## config.mk

```make
export PLATFORM = sky130hd
export DESIGN_NAME = hs_fifo_responder
export DESIGN_NICKNAME = d
export VERILOG_FILES = /design/src/rtl/hs_fifo_responder.sv
export SDC_FILE = /design/constraint.sdc
export NUM_CORES = 1
export LEC_CHECK = 0
export CAP_MARGIN = 10
export CORE_MARGIN = 4
export CORE_UTILIZATION = 25
export CTS_CLUSTER_SIZE = 28
export DETAILED_ROUTE_END_ITERATION = 10
export GPL_TIMING_DRIVEN = 0
export PLACE_DENSITY_LB_ADDON = 0.08
export SLEW_MARGIN = 10
export SYNTH_ARGS = -nofsm -noshare
export SYNTH_HDL_FRONTEND = slang
export SYNTH_SLANG_ARGS = --single-unit
```

## constraint.sdc

```tcl
create_clock -name clk -period 3.9 [get_ports clk]
set_input_delay 0.78 -clock clk [delete_from_list [all_inputs] [get_ports clk]]
set_output_delay 0.78 -clock clk [all_outputs]
set_load 0.02 [all_outputs]
```

## src/rtl/hs_fifo_responder.sv

```systemverilog
// rtl/hs_fifo_responder.sv - receive end of a 4-phase stb/ack crossing feeding a valid/ready FIFO
//
// Synchronises stb_in, captures data_in into a small FIFO once per strobe, returns a
// registered ack_out, and presents buffered words downstream. Ack is withheld while the
// FIFO is full, which backpressures the sender.
//
// Ports:
//   clk        receive-domain clock
//   rst        asynchronous, active-high reset
//   stb_in     request strobe from the sender domain (asynchronous)
//   data_in    bundled data word, stable while stb_in=1 and until ack is seen
//   ack_out    acknowledge back to the sender (registered)
//   out_data   FIFO head word, 0 when out_valid=0
//   out_valid  FIFO not empty
//   out_ready  downstream accepts the head word
//   level      FIFO occupancy, 0..DEPTH
//   stall      request pending but blocked by a full FIFO
module hs_fifo_responder #(
    parameter int DATA_BITS   = 8,
    parameter int DEPTH       = 4,
    parameter int SYNC_STAGES = 2
) (
    input  logic                       clk,
    input  logic                       rst,
    input  logic                       stb_in,
    input  logic [DATA_BITS-1:0]       data_in,
    output logic                       ack_out,
    output logic [DATA_BITS-1:0]       out_data,
    output logic                       out_valid,
    input  logic                       out_ready,
    output logic [$clog2(DEPTH):0]     level,
    output logic                       stall
);

    localparam int AW = $clog2(DEPTH);
    localparam logic [AW:0] PTR_ONE = {{AW{1'b0}}, 1'b1};

    typedef enum logic {
        ST_IDLE = 1'b0,
        ST_ACK  = 1'b1
    } state_t;

    // ------------------------------------------------------------------
    // Strobe synchroniser. Nothing else looks at stb_in.
    // ------------------------------------------------------------------
    logic [SYNC_STAGES-1:0] sync_q;
    logic                   stb_s;

    always_ff @(posedge clk or posedge rst) begin
        if (rst) begin
            sync_q <= '0;
        end else begin
            sync_q <= {sync_q[SYNC_STAGES-2:0], stb_in};
        end
    end

    assign stb_s = sync_q[SYNC_STAGES-1];

    // ------------------------------------------------------------------
    // FIFO pointers carry one extra wrap bit so full and empty differ.
    // ------------------------------------------------------------------
    logic [AW:0]          wr_ptr;
    logic [AW:0]          rd_ptr;
    logic [DATA_BITS-1:0] mem [DEPTH];
    logic                 empty;
    logic                 full;
    logic                 push;
    logic                 pop;

    assign empty = (wr_ptr == rd_ptr);
    assign full  = (wr_ptr[AW-1:0] == rd_ptr[AW-1:0]) && (wr_ptr[AW] != rd_ptr[AW]);
    assign pop   = out_valid && out_ready;

    // ------------------------------------------------------------------
    // Handshake FSM. Writing only on the IDLE->ACK transition guarantees a
    // single capture per strobe phase however long stb is held.
    // ------------------------------------------------------------------
    state_t state_q;
    state_t state_d;

    always_ff @(posedge clk or posedge rst) begin
        if (rst) begin
            state_q <= ST_IDLE;
        end else begin
            state_q <= state_d;
        end
    end

    always_comb begin
        state_d = state_q;
        push    = 1'b0;
        stall   = 1'b0;
        case (state_q)
            ST_IDLE: begin
                if (stb_s) begin
                    // Full is judged on the pre-edge pointers, so a pop in the
                    // same cycle does not unblock the push until the next one.
                    if (!full) begin
                        push    = 1'b1;
                        state_d = ST_ACK;
                    end else begin
                        stall = 1'b1;
                    end
                end
            end
            ST_ACK: begin
                if (!stb_s) begin
                    state_d = ST_IDLE;
                end
            end
            default: begin
                state_d = ST_IDLE;
            end
        endcase
    end

    // Ack comes straight from a flop so the sender never sees a glitch.
    logic ack_q;

    always_ff @(posedge clk or posedge rst) begin
        if (rst) begin
            ack_q <= 1'b0;
        end else begin
            ack_q <= (state_d == ST_ACK);
        end
    end

    assign ack_out = ack_q;

    // ------------------------------------------------------------------
    // Pointer update and storage.
    // ------------------------------------------------------------------
    always_ff @(posedge clk or posedge rst) begin
        if (rst) begin
            wr_ptr <= '0;
            rd_ptr <= '0;
        end else begin
            if (push) begin
                wr_ptr <= wr_ptr + PTR_ONE;
            end
            if (pop) begin
                rd_ptr <= rd_ptr + PTR_ONE;
            end
        end
    end

    // Storage is deliberately not reset; reset empties the FIFO via the pointers.
    always_ff @(posedge clk) begin
        if (push) begin
            mem[wr_ptr[AW-1:0]] <= data_in;
        end
    end

    assign out_valid = !empty;
    assign out_data  = out_valid ? mem[rd_ptr[AW-1:0]] : '0;
    // Natural wrap of the AW+1 bit subtraction gives occupancy modulo 2*DEPTH.
    assign level     = wr_ptr - rd_ptr;

endmodule
```

==> results.sh <==
export IMPL_outcome="completed"
export IMPL_yosys_warnings=0
export IMPL_synth_top_family_by_area="multiplexers"
export IMPL_worst_pin_slew_ns=0.499
export IMPL_maxCapViolCount=0
export IMPL_synth_top_cell_area_share_pct=54.2
export IMPL_grt_pass1_wl_mm=5.27
export IMPL_synth_top_area_cell="edfxtp_1"
export IMPL_required_ns=3.12
export IMPL_fin_util_pct=33.1
export IMPL_drive_above_1_share_pct=21.1
export IMPL_grt_start_max_net_pins=14
export IMPL_synth_distinct_cells=28
export IMPL_drc=0
export IMPL_synth_cells=100
export IMPL_cp_startpoint="rd_ptr[1]"
export IMPL_syn_to_final_growth_pct=27.3
export IMPL_crit_path_end="out_data[3]"
export IMPL_pre_cts_ws_ns=0.0427
export IMPL_slew_headroom_pct=66.7
export IMPL_finalNetCount=152
export IMPL_netlist_area_um2=1770
export IMPL_drt_iter0_markers=18
export IMPL_cts_setup_buffers=0
export IMPL_skew_ns=0.00787
export IMPL_cp_top_family="buffers and inverters"
export IMPL_period_share_pct=90.2
export IMPL_htreeDepth=2
export IMPL_start_util_pct=26.0
export IMPL_p_total_mw=1.97
export IMPL_leakagePower_nw=0.799
export IMPL_clk_latency_ns=0.29
export IMPL_cts_sinks=41
export IMPL_worst_setup_path_start_kind="register"
export IMPL_numCtsBuffers=5
export IMPL_fin_setup_tns_ns=0
export IMPL_synthAdderAreaFrac_pct=6.06
export IMPL_final_hold_viol_count=0
export IMPL_yosys_register_bits=41
export IMPL_die_area_um2=8510
export IMPL_grtUsageTotal_pct=8.50
export IMPL_rsz0062_at_grt="false"
export IMPL_timing_fmax_mhz=284
export IMPL_r2r_slack_ns=1.82
export IMPL_cts_tree="built"
export IMPL_synth_nets=120
export IMPL_muxShareOfSynthArea_pct=12.2
export IMPL_die_w_um=92.2
export IMPL_grt_pass1_vias=987
export IMPL_synthSimpleGateAreaFrac_pct=7.05
export IMPL_r2r_cells=5
export IMPL_vias=900
export IMPL_layout_common_cells="edfxtp_1, clkdlybuf4s50_1, dfrtp_1"
export IMPL_path_class="register to output port"
export IMPL_worst_slack_ns=0.382
export IMPL_grt_overflow=0
export IMPL_synthXorXnorAreaFrac_pct=2.40
export IMPL_dp_cells=221
export IMPL_critical_path_slowest_cell="clkdlybuf4s50_1"
export IMPL_gp_congestion=0.728
export IMPL_reg2reg_to="mem[3][6]"
export IMPL_final_max_slew_viol_count=0
export IMPL_stdcell_count=229
export IMPL_synth_avg_cell_area_um2=17.7
export IMPL_routedWlPerCell_um=14.3
export IMPL_path_buf_inv=3
export IMPL_fp_row_count=30
export IMPL_antenna_found_initial=0
export IMPL_io_pins=26
export IMPL_yosysSeqAreaShare_pct=66.9
export IMPL_antenna_left=0
export IMPL_end_kind="output port"
export IMPL_drtPass1Iterations=4
export IMPL_crit_chain="clkbuf_2 -> inv_1 -> ha_1 -> nand2_1 -> nor2_2 -> nor2b_1 -> clkdlybuf4s50_1"
export IMPL_synth_area_leaders="edfxtp_1, dfrtp_1, mux4_2"
export IMPL_mostFrequentLayoutCell="edfxtp_1"
export IMPL_ff_latch_area_um2=1190
export IMPL_numPortBuffers=25
export IMPL_clockBufferDepth=2
export IMPL_core_area_um2=6830
export IMPL_fill_cells=696
export IMPL_crit_fanout=10
export IMPL_power_density_nw_per_um2=871
export IMPL_r2r_start="rd_ptr[1]"
export IMPL_hpwl_mm=2.28
export IMPL_period_needed_ns=3.52
export IMPL_multi_input_area_um2=556
export IMPL_routed_wl_mm=3.28
export IMPL_cts_clk_slew_worst_paths_ns=0.08
export IMPL_die_h_um=92.2
export IMPL_antennaDiodeCount=0
export IMPL_crit_arrival_ns=2.74
export IMPL_via_per_inst=3.93
export IMPL_synth_compound_area_share_pct=3.46
export IMPL_peakVddDrop_mv=0.241
export IMPL_slowest_delay_ns=0.56
export IMPL_setup_viol=0
export IMPL_hold_path_class="register to register"
export IMPL_cp_depth=7
export IMPL_root_buffer="clkbuf_8"
==> cell usage after synthesis <==
master / number
nand3_1: 1
inv_1: 7
mux2i_1: 1
mux2_4: 1
nor2b_1: 8
o31ai_1: 1
nand2b_1: 1
buf_2: 1
and2_2: 4
dfrtp_1: 9
edfxtp_1: 32
o21a_1: 1
a31oi_4: 1
mux4_2: 8
fa_1: 1
o21ai_2: 1
nor2_1: 3
ha_1: 7
nor3b_1: 1
xor2_2: 1
a221o_2: 1
nand3b_1: 1
nand2_1: 2
mux2_2: 1
xor2_1: 1
a21oi_1: 1
xnor2_1: 2
clkbuf_1: 1
==> logic make-up (layout without fill, tap and decap cells) <==
logic type | Yosys count | after routing
DFF | 41 | 41
AOI/OAI and AO/OA | 6 | 6
muxes | 11 | 11
buffers and inverters | 9 | 42
and+or+nand+nor | 21 | 21
adders and majority gates | 8 | 8
xor gates and xnor gates | 4 | 4
==> worst min path at each step <==
stage | from | endpoint | cells after the start
6_report | sync_q[0] | sync_q[1] | 0
3_3_place_gp | sync_q[0] | sync_q[1] | 0
4_1_cts | sync_q[0] | sync_q[1] | 0
2_1_floorplan | sync_q[0] | sync_q[1] | 0
3_5_place_dp | sync_q[0] | sync_q[1] | 0
5_1_grt | sync_q[0] | sync_q[1] | 0
==> registers in the layout, summed over array words and instances, names as in the netlist <==
signal and cells:
mem 32, rd_ptr 3, wr_ptr 3, sync_q 2, ack_out 1
==> where the power goes <==
part           leakage (nW)  internal (mW)  switching (mW)
clock network        0.0518          0.188           0.145
registers             0.397          0.559          0.0510
logic                 0.351          0.484           0.539
==> layer usage <==
layer	part of all wire, %	wire (um)	global-route usage [%]
met5	0	0	0
met4	1.1	35	3.71
met3	4.2	138	2.71
met2	53	1750	14.7
met1	41	1350	9.61
==> repair_timing <==
action,4_1_cts,5_1_grt
hold buffers,0,0
resized for setup,2,0
setup endpoints to repair,9,0
==> final cells by class <==
| cell class | instances | area share, % |
|---|---|---|
| tap | 96 | 5.32 |
| sequential | 41 | 52.5 |
| buffer | 2 | 0.443 |
| multi-input combinational | 50 | 24.6 |
| clock buffer | 5 | 3.05 |
| timing repair buffer | 25 | 11.1 |
| inverter | 7 | 1.16 |
| clock inverter | 3 | 1.83 |
==> per-stage QoR <==
step                hold slack [ns]  cell area, um^2
CTS                           0.361             2260
floorplan                     0.331             1770
global placement              0.335             2140
finish                        0.358             2260
global route                  0.384             2260
detailed placement            0.342             2140
Power figures use the tool's default switching activity.
==> variant 1, RTL diff (same settings) <==
The parameter `DEPTH` goes from 4 to 2.
--- a/src/rtl/hs_fifo_responder.sv
+++ b/src/rtl/hs_fifo_responder.sv
@@ -19,3 +19,3 @@
     parameter int DATA_BITS   = 8,
-    parameter int DEPTH       = 4,
+    parameter int DEPTH       = 2,
     parameter int SYNC_STAGES = 2
Ports: changed (resized level); port bits go from 26 to 25. The function was not compared with the original's and may differ.
==> variant 1 against the unedited design <==
Synthesized cell count decreased by 33%. Wire length down 46%. Sequential cell count shrank 18. Worst setup slack gained 0.45 ns. Count of clock-buffer cells in the layout down 2. Power shrank 38%. Sequential power shrank 40%. Final area is 43% lower. Utilization grew 2.2 points. Area after synthesis shrank 47%. First-iteration DRC count down 17%. Via count down 37%. Largest cell class unchanged.
==> variant 1: results <==
[status]
status = finished, final reports clean

[clock_tree]
ctsResizeCount = 0
numCtsBuffers = 3
h-tree-depth = 1
insertion_delay_ns = 0.26

[grt]
grt_use_total_pct = 7.73
use_met3_pct = 2.32
grt_pass1_wl_mm = 2.78
grt_pass1_vias = 594
met2_usage_pct = 12.2
grt_util_met1_pct = 9.55

[logic_synthesis]
synth_mux_area_share_pct = 9.52
synth_compound_area_share_pct = 4.23
synth.top_cells.by_count = edfxtp_1, nor2_1, mux2i_1, dfrtp_1, inv_1
synthAdderAreaFrac_pct = 1.32
synth_area_leaders = edfxtp_1, dfrtp_1, mux2i_1
syn_area_per_cell_um2 = 14.1
ys_types = 22
async_flop_share_pct = 30.4
synthXorXnorAreaFrac_pct = 4.50
yosysSeqAreaShare_pct = 69.3
synth-edff-count = 16
synth_fp_nets = 80

[critical_path]
r2r_slack_ns = 1.96
endpoint = out_data[2]
r2r_end = mem[1][4]$_DFFE_PP_
cp_max_fo = 9
crit_path_start = wr_ptr[0]$_DFFE_PP0P_
arrival_ns = 2.29
worst-r2r-cell-count = 3

[drt]
wl_met2_um = 885
routed_wl_mm = 1.76
drt_first_iter_violations = 15
wl_met1_um = 777
routed_via_density = 3.97
top_layer_used = met4
route.met3.wl_um = 80

[placed_design]
numPortBuffers = 24
place_congestion = 0.670
place_area_um2 = 1250
dp_cells = 139
pre_cts_ws_ns = 1.07
place_hpwl_mm = 1.23

[power]
vdd_drop_max_uv = 242
powerComb_uw = 702
p_clk_share_pct = 12.3
switching_power_uw = 499
leakagePower_nw = 0.502
powerDensity_nw_per_um2 = 939

[sta]
setup_ws_ns = 0.832
max_slew_margin_pct = 40.4
finalClockSkew_ns = 0.00350
hold_ws_ns = 0.356

[final_layout]
finalNonFillerCells = 143
largest_reg_flops = 16
nFillCells = 372
finalNetCount = 109
drive_gt1_share_pct = 8.42
-- variant 1: changes by cell type in the layout (fill, tap and decap cells not counted), moves of 2 or more --
cell	unedited run	this run
mux2i_1	1	9
mux4_2	8	0
nor3_1	0	2
dfrtp_1	9	7
nor2_1	2	10
and2_2	4	0
edfxtp_1	32	16
clkbuf_8	5	3
nor2b_1	8	0
inv_1	7	4
ha_1	7	1
-- variant 1: area by class of cell --
class | count | area, um^2 | area share, %
Sequential cell | 23 | 656 | 50.7
Inverter | 4 | 15.0 | 1.16
Clock buffer | 3 | 41.3 | 3.19
Buffer | 1 | 5.00 | 0.387
Clock inverter | 1 | 5.00 | 0.387
Multi-Input combinational cell | 39 | 270 | 20.9
Tap cell | 48 | 60.1 | 4.65
Timing Repair Buffer | 24 | 240 | 18.6
-- variant 1: critical path: cells and delay by family (launching register included) --
| family | cells | cell delay, ns |
|---|---|---|
| and+or+nand+nor | 2 | 0.47 |
| DFF | 1 | 0.36 |
| adders and majority gates | 1 | 0.42 |
| buffers and inverters | 3 | 0.77 |
==> variant 2, RTL diff (same flow settings) <==
Made on the original files. Make the reset (`rst`) synchronous in 4 clocked blocks. Comments in the files are not updated.
--- a/src/rtl/hs_fifo_responder.sv
+++ b/src/rtl/hs_fifo_responder.sv
@@ -48,3 +48,3 @@
 
-    always_ff @(posedge clk or posedge rst) begin
+    always_ff @(posedge clk) begin
         if (rst) begin
@@ -80,3 +80,3 @@
 
-    always_ff @(posedge clk or posedge rst) begin
+    always_ff @(posedge clk) begin
         if (rst) begin
@@ -119,3 +119,3 @@
 
-    always_ff @(posedge clk or posedge rst) begin
+    always_ff @(posedge clk) begin
         if (rst) begin
@@ -132,3 +132,3 @@
     // ------------------------------------------------------------------
-    always_ff @(posedge clk or posedge rst) begin
+    always_ff @(posedge clk) begin
         if (rst) begin
Function: differs if rst is asserted again (counterexample within 4 cycles, from zero or initial values and one cycle with rst high); with rst held inactive, the same outputs for 10 cycles.
==> variant 2 against the unedited design <==
Non-clock buffer count up 1. Final area up 1.9%. Count of clock-buffer cells in the layout rose by 1. Worst setup slack better by 0.013 ns. Utilization fell by 1.2 points. Area after synthesis increased by 3.8%. Sequential cell count up 2. Wire length up 11%. Worst hold slack better by 0.081 ns. First-iteration DRC count grew to 3.6 times the old value. Critical path type unchanged. Critical endpoint is now out_data[4].
Power is not compared: it rests on default switching activity, and its combinational part moved more than twofold at a synthesized area within 25%.
==> variant 2: results <==
[critical_path]
r2r_slack_ns = 1.49
max_stage_delay_ns = 0.68
endpoint = out_data[4]
path_class = register to primary output
arrival_ns = 2.72
worst-r2r-cell-count = 5
r2r_end = wr_ptr[2]$_SDFFE_PP0P_
crit-reg2reg-launch = wr_ptr[0]$_SDFFE_PP0P_
crit_family = simple AND/OR/NAND/NOR gates
cp_slowest_cell = nor2_1

[clock_tree]
cts_buffer_depth = 2
post_cts_buffers = 0
ctsResizeCount = 0
cts_root_buf = clkbuf_8
insertion_delay_ns = 0.29

[logic_synthesis]
synthXorXnorAreaFrac_pct = 1.83
ys_types = 28
synth_mux_area_share_pct = 12.8
yosysSeqAreaShare_pct = 64.1
synth_compound_area_share_pct = 4.14
synth.top_cells.by_count = edfxtp_1, dfxtp_1, inv_1, and2b_1, mux4_2
synth_fp_nets = 136
async_flop_share_pct = 0
synth_area_leaders = edfxtp_1, dfxtp_1, mux4_2
synthAdderAreaFrac_pct = 5.84
yosys_warnings = 0
syn_area_per_cell_um2 = 15.9

[placed_design]
place_congestion = 0.688
dp_cells = 240
numPortBuffers = 25
place_area_um2 = 2220
place_hpwl_mm = 2.46
pre_cts_ws_ns = 0.591

[sta]
finalClockSkew_ns = 0.0143
fmax_ghz = 0.285
max_slew_margin_pct = 36.2

[final_layout]
finalNetCount = 168
nFillCells = 736
drive_gt1_share_pct = 15.4
largest_reg_flops = 32

[status]
status = finished, final reports clean

[grt]
grt_max_degree = 14
grt_pass1_wl_mm = 5.89
antenna_found_initial = 0
grt_pass1_vias = 1097
grt_use_total_pct = 9.19

[drt]
routed_via_density = 4.07
drt_first_iter_violations = 64
drtPass1Iterations = 4
routed_wl_mm = 3.64
drt-wirelength-per-cell_um = 14.7

[hold_path]
hp-start = sync_q[0]$_SDFF_PP0_
hold_path_class = register to register

[power]
vdd_drop_max_uv = 152
leakagePower_nw = 0.803
-- variant 2: power by group through the flow --
stage | sequential (mW) | clock (mW) | combinational [mW]
2_1_floorplan | 0.521 | 0 | 0.156
3_5_place_dp | 0.522 | 0 | 0.273
4_1_cts | 0.512 | 0.288 | 0.275
5_1_grt | 0.514 | 0.310 | 0.290
6_report | 0.512 | 0.276 | 0.266
3_3_place_gp | 0.522 | 0 | 0.272
-- variant 2: final cells by class --
type	instances	area, um^2	area share, %
well taps	99	124	5.38
multi-input cells	60	611	26.5
inverters	10	37.5	1.63
repair buffers	25	250	10.9
plain buffers	3	12.5	0.544
flip-flops and latches	43	1180	51.3
clock inverters	2	12.5	0.544
clock buffers	6	72.6	3.15
-- variant 2: how the worst min path moves through the flow --
| stage | to | slack, ns | depth (start not counted) |
|---|---|---|---|
| after detailed placement | sync_q[1]$_SDFF_PP0_ | 0.43 | 1 |
| after floorplan | sync_q[1]$_SDFF_PP0_ | 0.41 | 1 |
| after global routing | sync_q[1]$_SDFF_PP0_ | 0.46 | 1 |
| after global placement | sync_q[1]$_SDFF_PP0_ | 0.44 | 1 |
| final | sync_q[1]$_SDFF_PP0_ | 0.44 | 1 |
| after CTS | sync_q[1]$_SDFF_PP0_ | 0.45 | 1 |
-- variant 2: logic make-up after synthesis --
group                      count (synthesis)
AOI/OAI and AO/OA                          9
muxes                                     13
buffers and inverters                     13
adders and majority gates                  8
xor gates and xnor gates                   3
DFF                                       43
and+or+nand+nor                           27
-- variant 2: routing by layer --
layer	GRT usage, %	vias to the layer above	share of wire (%)
li1	-	488	-
met1	11.2	498	45
met2	15.8	22	51
met3	2.64	2	3.5
met4	2.53	0	0.63
met5	0	-	0
